**src/rtl/clock_set_ctrl.sv**
```systemverilog
// -----------------------------------------------------------------------------
// clock_set_ctrl
//
// Time-setting controller for a 24-h BCD clock (hh/mm/ss, 8-bit packed BCD).
// When the user presses mode, the clock is paused and the current time is
// copied into edit registers. The user then steps through the HR, MN and SD
// fields with single-cycle button pulses. A commit from SD issues a one-cycle
// load of the edited time back into the clock. Cancel, or an idle timeout,
// returns to RUN without loading. The controller also drives the field-select
// and blink outputs for the 7-segment display.
//
// Ports
//   clk, rst_n              system clock, asynchronous active-low reset
//   btn_mode                pulse: enter set / advance field / commit
//   btn_inc, btn_dec        pulse: increment / decrement the selected field
//   btn_cancel              pulse: abort the edit, no load
//   hr_in, mn_in, sd_in     current clock time, BCD
//   run_en                  1 = clock may count, 0 = clock held
//   load                    one-cycle strobe: the clock takes hr_ld/mn_ld/sd_ld
//   hr_ld, mn_ld, sd_ld     edited time, BCD
//   edit_sel                00 none, 01 HR, 10 MN, 11 SD
//   blink                   display enable for the selected field (1 = show)
// -----------------------------------------------------------------------------
module clock_set_ctrl #(
    parameter logic [31:0] BLINK_MAX   = 32'd25_000_000,
    parameter logic [31:0] TIMEOUT_MAX = 32'd500_000_000
) (
    input  logic       clk,
    input  logic       rst_n,
    input  logic       btn_mode,
    input  logic       btn_inc,
    input  logic       btn_dec,
    input  logic       btn_cancel,
    input  logic [7:0] hr_in,
    input  logic [7:0] mn_in,
    input  logic [7:0] sd_in,
    output logic       run_en,
    output logic       load,
    output logic [7:0] hr_ld,
    output logic [7:0] mn_ld,
    output logic [7:0] sd_ld,
    output logic [1:0] edit_sel,
    output logic       blink
);

    // The state codes match the edit_sel encoding, so edit_sel is simply the
    // state register.
    typedef enum logic [1:0] {
        RUN    = 2'b00,
        SET_HR = 2'b01,
        SET_MN = 2'b10,
        SET_SD = 2'b11
    } state_t;

    state_t      state_q, state_d;
    logic [7:0]  hr_q, hr_d;
    logic [7:0]  mn_q, mn_d;
    logic [7:0]  sd_q, sd_d;
    logic        load_q, load_d;
    logic        blink_q, blink_d;
    logic [31:0] blink_cnt_q, blink_cnt_d;
    logic [31:0] idle_cnt_q, idle_cnt_d;

    // BCD increment with wrap from max_v back to 00.
    function automatic logic [7:0] bcd_inc(input logic [7:0] v, input logic [7:0] max_v);
        if (v == max_v)
            return 8'h00;
        if (v[3:0] == 4'd9)
            return {v[7:4] + 4'd1, 4'd0};
        return {v[7:4], v[3:0] + 4'd1};
    endfunction

    // BCD decrement with wrap from 00 up to max_v.
    function automatic logic [7:0] bcd_dec(input logic [7:0] v, input logic [7:0] max_v);
        if (v == 8'h00)
            return max_v;
        if (v[3:0] == 4'd0)
            return {v[7:4] - 4'd1, 4'd9};
        return {v[7:4], v[3:0] - 4'd1};
    endfunction

    // -------------------------------------------------------------------------
    // State register
    // -------------------------------------------------------------------------
    // NOTE: sequential state uses non-blocking assignments so every register
    // samples the values from before this clock edge, regardless of the order
    // of the statements.
    always_ff @(posedge clk or negedge rst_n) begin
        if (!rst_n) begin
            state_q     <= RUN;
            hr_q        <= 8'h00;
            mn_q        <= 8'h00;
            sd_q        <= 8'h00;
            load_q      <= 1'b0;
            blink_q     <= 1'b0;
            blink_cnt_q <= '0;
            idle_cnt_q  <= '0;
        end else begin
            state_q     <= state_d;
            hr_q        <= hr_d;
            mn_q        <= mn_d;
            sd_q        <= sd_d;
            load_q      <= load_d;
            blink_q     <= blink_d;
            blink_cnt_q <= blink_cnt_d;
            idle_cnt_q  <= idle_cnt_d;
        end
    end

    // -------------------------------------------------------------------------
    // Next-state and output logic
    // -------------------------------------------------------------------------
    always_comb begin
        // NOTE: every signal driven here gets a default first. Any path that
        // left one unassigned would otherwise infer a latch.
        state_d     = state_q;
        hr_d        = hr_q;
        mn_d        = mn_q;
        sd_d        = sd_q;
        load_d      = 1'b0;
        blink_d     = blink_q;
        blink_cnt_d = blink_cnt_q;
        idle_cnt_d  = idle_cnt_q;

        if (state_q == RUN) begin
            // In RUN, blink is off and both counters stay at 0.
            // inc, dec and cancel have no effect here.
            blink_d     = 1'b0;
            blink_cnt_d = '0;
            idle_cnt_d  = '0;
            if (btn_mode) begin
                hr_d    = hr_in;
                mn_d    = mn_in;
                sd_d    = sd_in;
                state_d = SET_HR;
                blink_d = 1'b1;
            end
        end else begin
            // Free-running blink and idle counters. The button handling
            // below overrides them.
            if (blink_cnt_q == BLINK_MAX) begin
                blink_d     = ~blink_q;
                blink_cnt_d = '0;
            end else begin
                blink_cnt_d = blink_cnt_q + 32'd1;
            end
            idle_cnt_d = idle_cnt_q + 32'd1;

            // Button priority: cancel > mode > inc/dec > idle timeout.
            if (btn_cancel) begin
                state_d     = RUN;
                blink_d     = 1'b0;
                blink_cnt_d = '0;
                idle_cnt_d  = '0;
            end else if (btn_mode) begin
                blink_d     = 1'b1;
                blink_cnt_d = '0;
                idle_cnt_d  = '0;
                case (state_q)
                    SET_HR:  state_d = SET_MN;
                    SET_MN:  state_d = SET_SD;
                    default: begin
                        state_d = RUN;
                        load_d  = 1'b1;
                        blink_d = 1'b0;
                    end
                endcase
            end else if (btn_inc || btn_dec) begin
                blink_d     = 1'b1;
                blink_cnt_d = '0;
                idle_cnt_d  = '0;
                // inc and dec together cancel out. The press still counts
                // as activity for the blink and idle counters.
                if (btn_inc != btn_dec) begin
                    case (state_q)
                        SET_HR:  hr_d = btn_inc ? bcd_inc(hr_q, 8'h23) : bcd_dec(hr_q, 8'h23);
                        SET_MN:  mn_d = btn_inc ? bcd_inc(mn_q, 8'h59) : bcd_dec(mn_q, 8'h59);
                        SET_SD:  sd_d = btn_inc ? bcd_inc(sd_q, 8'h59) : bcd_dec(sd_q, 8'h59);
                        default: ;
                    endcase
                end
            end else if (idle_cnt_q == TIMEOUT_MAX) begin
                // Auto-abort. This behaves the same as cancel.
                state_d     = RUN;
                blink_d     = 1'b0;
                blink_cnt_d = '0;
                idle_cnt_d  = '0;
            end
        end
    end

    // Every output comes straight from a register.
    assign run_en   = (state_q == RUN);
    assign edit_sel = state_q;
    assign load     = load_q;
    assign blink    = blink_q;
    assign hr_ld    = hr_q;
    assign mn_ld    = mn_q;
    assign sd_ld    = sd_q;

endmodule

```
**config.mk**
```make
export PLATFORM = sky130hd
export DESIGN_NAME = clock_set_ctrl
export DESIGN_NICKNAME = d
export VERILOG_FILES = /design/src/rtl/clock_set_ctrl.sv
export SDC_FILE = /design/constraint.sdc
export NUM_CORES = 1
export LEC_CHECK = 0
export ABC_AREA = 1
export BUFFER_PORTS_ARGS = -buffer_cell sky130_fd_sc_hd__buf_4
export CORE_UTILIZATION = 45
export CTS_CLUSTER_SIZE = 25
export DETAILED_ROUTE_END_ITERATION = 16
export GPL_ROUTABILITY_DRIVEN = 0
export GPL_TIMING_DRIVEN = 0
export SLEW_MARGIN = 20
export SYNTH_ARGS = -nofsm -noshare
export SYNTH_HDL_FRONTEND = slang
export SYNTH_SLANG_ARGS = --single-unit
```
**constraint.sdc**
```tcl
create_clock -name clk -period 4.4 [get_ports clk]
set_input_delay 0.22 -clock clk [delete_from_list [all_inputs] [get_ports clk]]
set_output_delay 0.22 -clock clk [all_outputs]
set_load 0.1 [all_outputs]
```
==> reports/qor.yml <==
outcome:
  status: "complete, but fails checks"
  violations: "hold timing"
clock_tree:
  clock_sinks: 92
  post_cts_buffers: 0
  cts.repair.resized: 0
  clk_pin_slew_ns: 0.06
  cts.path.max_buffers: 2
  cts_tree: "yes"
  clk_latency_ns: 0.35
  cts_hold_buf: 0
  numCtsBuffers: 9
  htree_levels: 3
  clock-root-buffer: "clkbuf_16"
route:
  via_per_inst: 5.04
  ant_nets: 0
  vias: 5916
  wirelength_um: 16200
  wire_per_inst_um: 13.8
  drc: 0
  drtIter0Drc: 329
  drtPass1Iterations: 5
power_and_ir_drop:
  swShare_pct: 53.3
  p_sw_uw: 2310
  power_uw: 4340
  power.internal_uw: 2030
  p_per_area_nw_per_um2: 576
  power_frac_comb_pct: 55.8
  peakVddDrop_mv: 0.646
  seq_power_share_pct: 26.7
  p_leak_uw: 0.00337
  p_clk_share_pct: 17.5
global_route:
  grt_pass1_wl_um: 26800
  grt_max_degree: 93
  antenna_found_initial: 0
  grt_pass1_vias: 5555
  grt_use_total_pct: 22.9
  grt_overflow: 0
synth:
  synth_compound_area_share_pct: 8.21
  ys_warn_count: 0
  synth_edf_count: 0
  synthFlopType: "dfrtp_1"
  synth.distinct_cells: 47
  async_flop_share_pct: 100
  synthXorXnorAreaFrac_pct: 7.05
  synth_fp_nets: 981
  synthAdderAreaFrac_pct: 5.70
  muxShareOfSynthArea_pct: 0.152
  synth-seq-cells: 92
  netlist_area_um2: 6590
  synth_top_family_by_area: "simple AND/OR/NAND/NOR gates"
  syn_avg_cell_area_um2: 7.15
  synth-simple-area-share_pct: 35.9
  netlist_instances: 921
  yosysSeqAreaShare_pct: 35.0
sta:
  layout_min_cycle_time_ns: 2.07
  hold_violations: 39
  maxSlewHeadroom_pct: 41.8
  finalCritPeriodShare_pct: 47.1
  report.final.slew_viol_count: 0
  clock_skew_ns: 0.00625
  rsz0062_at_grt: "false"
  tns_ns: 0
  report.final.setup_viol: 0
  fmaxAchievable_mhz: 482
  worstMarginPinSlew_ns: 0.873
  hold_ws_ns: -0.0688
final_layout:
  drive_above_1_share_pct: 13.4
  mostFrequentLayoutCells: "192 x nand2_1, 162 x nor2_1, 111 x inv_1"
  finalNetCount: 1049
  final_common_cell: "nand2_1"
  n_antenna_cell: 0
  area.growth.synth_to_final_pct: 14.3
  final_util_pct: 53.4
  fillCellCount: 1441
  final_cells: 1174
die:
  initial_core_util_pct: 46.7
  pin_count: 59
  die_h_um: 123
  coreArea_um2: 14100
  rows: 43
  dieArea_um2: 15100
  die_w_um: 123
placed_design:
  dp_hpwl_um: 12100
  io_buffers: 57
  placed_cells: 1158
setup_path:
  path_class: "reg2reg"
  cp_num_buf_inv: 3
  crit_chain: "inv_1 -> ha_1 -> buf_2 -> nand2_2 -> o21ai_0 -> nor2_4 -> inv_1 -> a21oi_1 -> a21oi_1"
  end_kind: "register"
  crit_slowest_cell: "dfrtp_1"
  start_kind: "register"
  required_ns: 4.63
  cpPeakStageDelay_ns: 0.45
  worstPathArrival_ns: 2.31
  r2r_start: "edit_sel[0]"
  worstPathMaxFanout: 10
  critPathTopFamily: "flip-flops"
  crit_start: "edit_sel[0]"
min_path:
  hold_path.class: "in2async"
run:
  maxCapViolations: 0
[sequential cells by signal (all words and copies together), names as in the netlist]
signal / flops
edit_sel: 2
mn_ld: 8
sd_ld: 8
blink_cnt_q: 32
idle_cnt_q: 32
blink: 1
hr_ld: 8
load: 1
[logic make-up (layout without fill, tap and decap cells)]
kind of cell	count (synthesis)	after routing
and+or+nand+nor	515	515
buffers and inverters	131	204
AOI/OAI and AO/OA	99	99
DFF	92	92
xor gates and xnor gates	53	53
adders and majority gates	30	30
muxes	1	1
[path summary, 6_finish.rpt]
kind,cells after the start,end,slack (ns)
worst max-delay path,9,hr_ld[2],2.33
worst min-delay path,1,idle_cnt_q[17],-0.07
worst max register to register,9,hr_ld[2],2.33
worst min register to register,1,blink_cnt_q[31],0.45
max in group asynchronous,1,blink_cnt_q[13],3.85
min in group clk,3,sd_ld[4],0.11
[cells in the mapped netlist (6+ instances only)]
library cell	n	area share, %
buf_2	6	0.46
nor2_2	8	0.76
nor2_4	11	1.9
nand2_1	192	11
o22ai_1	7	0.66
nand2_2	12	1.1
nand4_1	20	1.9
xnor2_1	13	1.7
o21ai_0	42	3.2
o211ai_1	6	0.68
a21oi_1	32	2.4
xor2_1	40	5.3
nor2_1	162	9.2
inv_1	111	6.3
nor3_1	35	2.7
dfrtp_1	92	35
ha_1	30	5.7
nand3_1	51	3.9
[metrics by stage]
| step | hold WS [ns] | setup slack, ns | area, um^2 |
|---|---|---|---|
| final | -0.0688 | 2.33 | 7520 |
| after global routing | 0.0294 | 2.11 | 7520 |
| after CTS | 0.00425 | 2.31 | 7520 |
| after detailed placement | 0.381 | 2.28 | 7240 |
| after global placement | 0.429 | 2.25 | 7240 |
| after floorplan | -0.0756 | 1.46 | 6590 |
[final cells by class]
cell class                 instances  area, um^2  share of cell area (%)
buffer                            16        97.6                    1.30
sequential                        92        2300                    30.6
inverter                         115         432                    5.74
clock inverter                     1        5.00                  0.0665
multi-input combinational        698        3750                    49.9
clock buffer                      15         278                    3.69
timing repair buffer              57         432                    5.74
tap                              180         225                    2.99
[power by group through the flow]
stage | clock, uW | combinational (uW) | sequential [uW]
after floorplan | 0 | 1050 | 1990
after global placement | 0 | 2410 | 1170
after detailed placement | 0 | 2420 | 1170
after CTS | 779 | 2430 | 1160
after global routing | 818 | 2630 | 1180
final | 760 | 2420 | 1160
[per-layer routing]
layer | track usage (%) | wire, um | up-vias | share of wire (%)
met4 | 6.55 | 173 | 0 | 1.1
met2 | 36.3 | 7140 | 108 | 44
li1 | - | - | 3081 | -
met5 | 0 | 0 | - | 0
met1 | 31.5 | 8270 | 2717 | 51
met3 | 4.75 | 624 | 10 | 3.9
(Power assumes the default switching activity.)
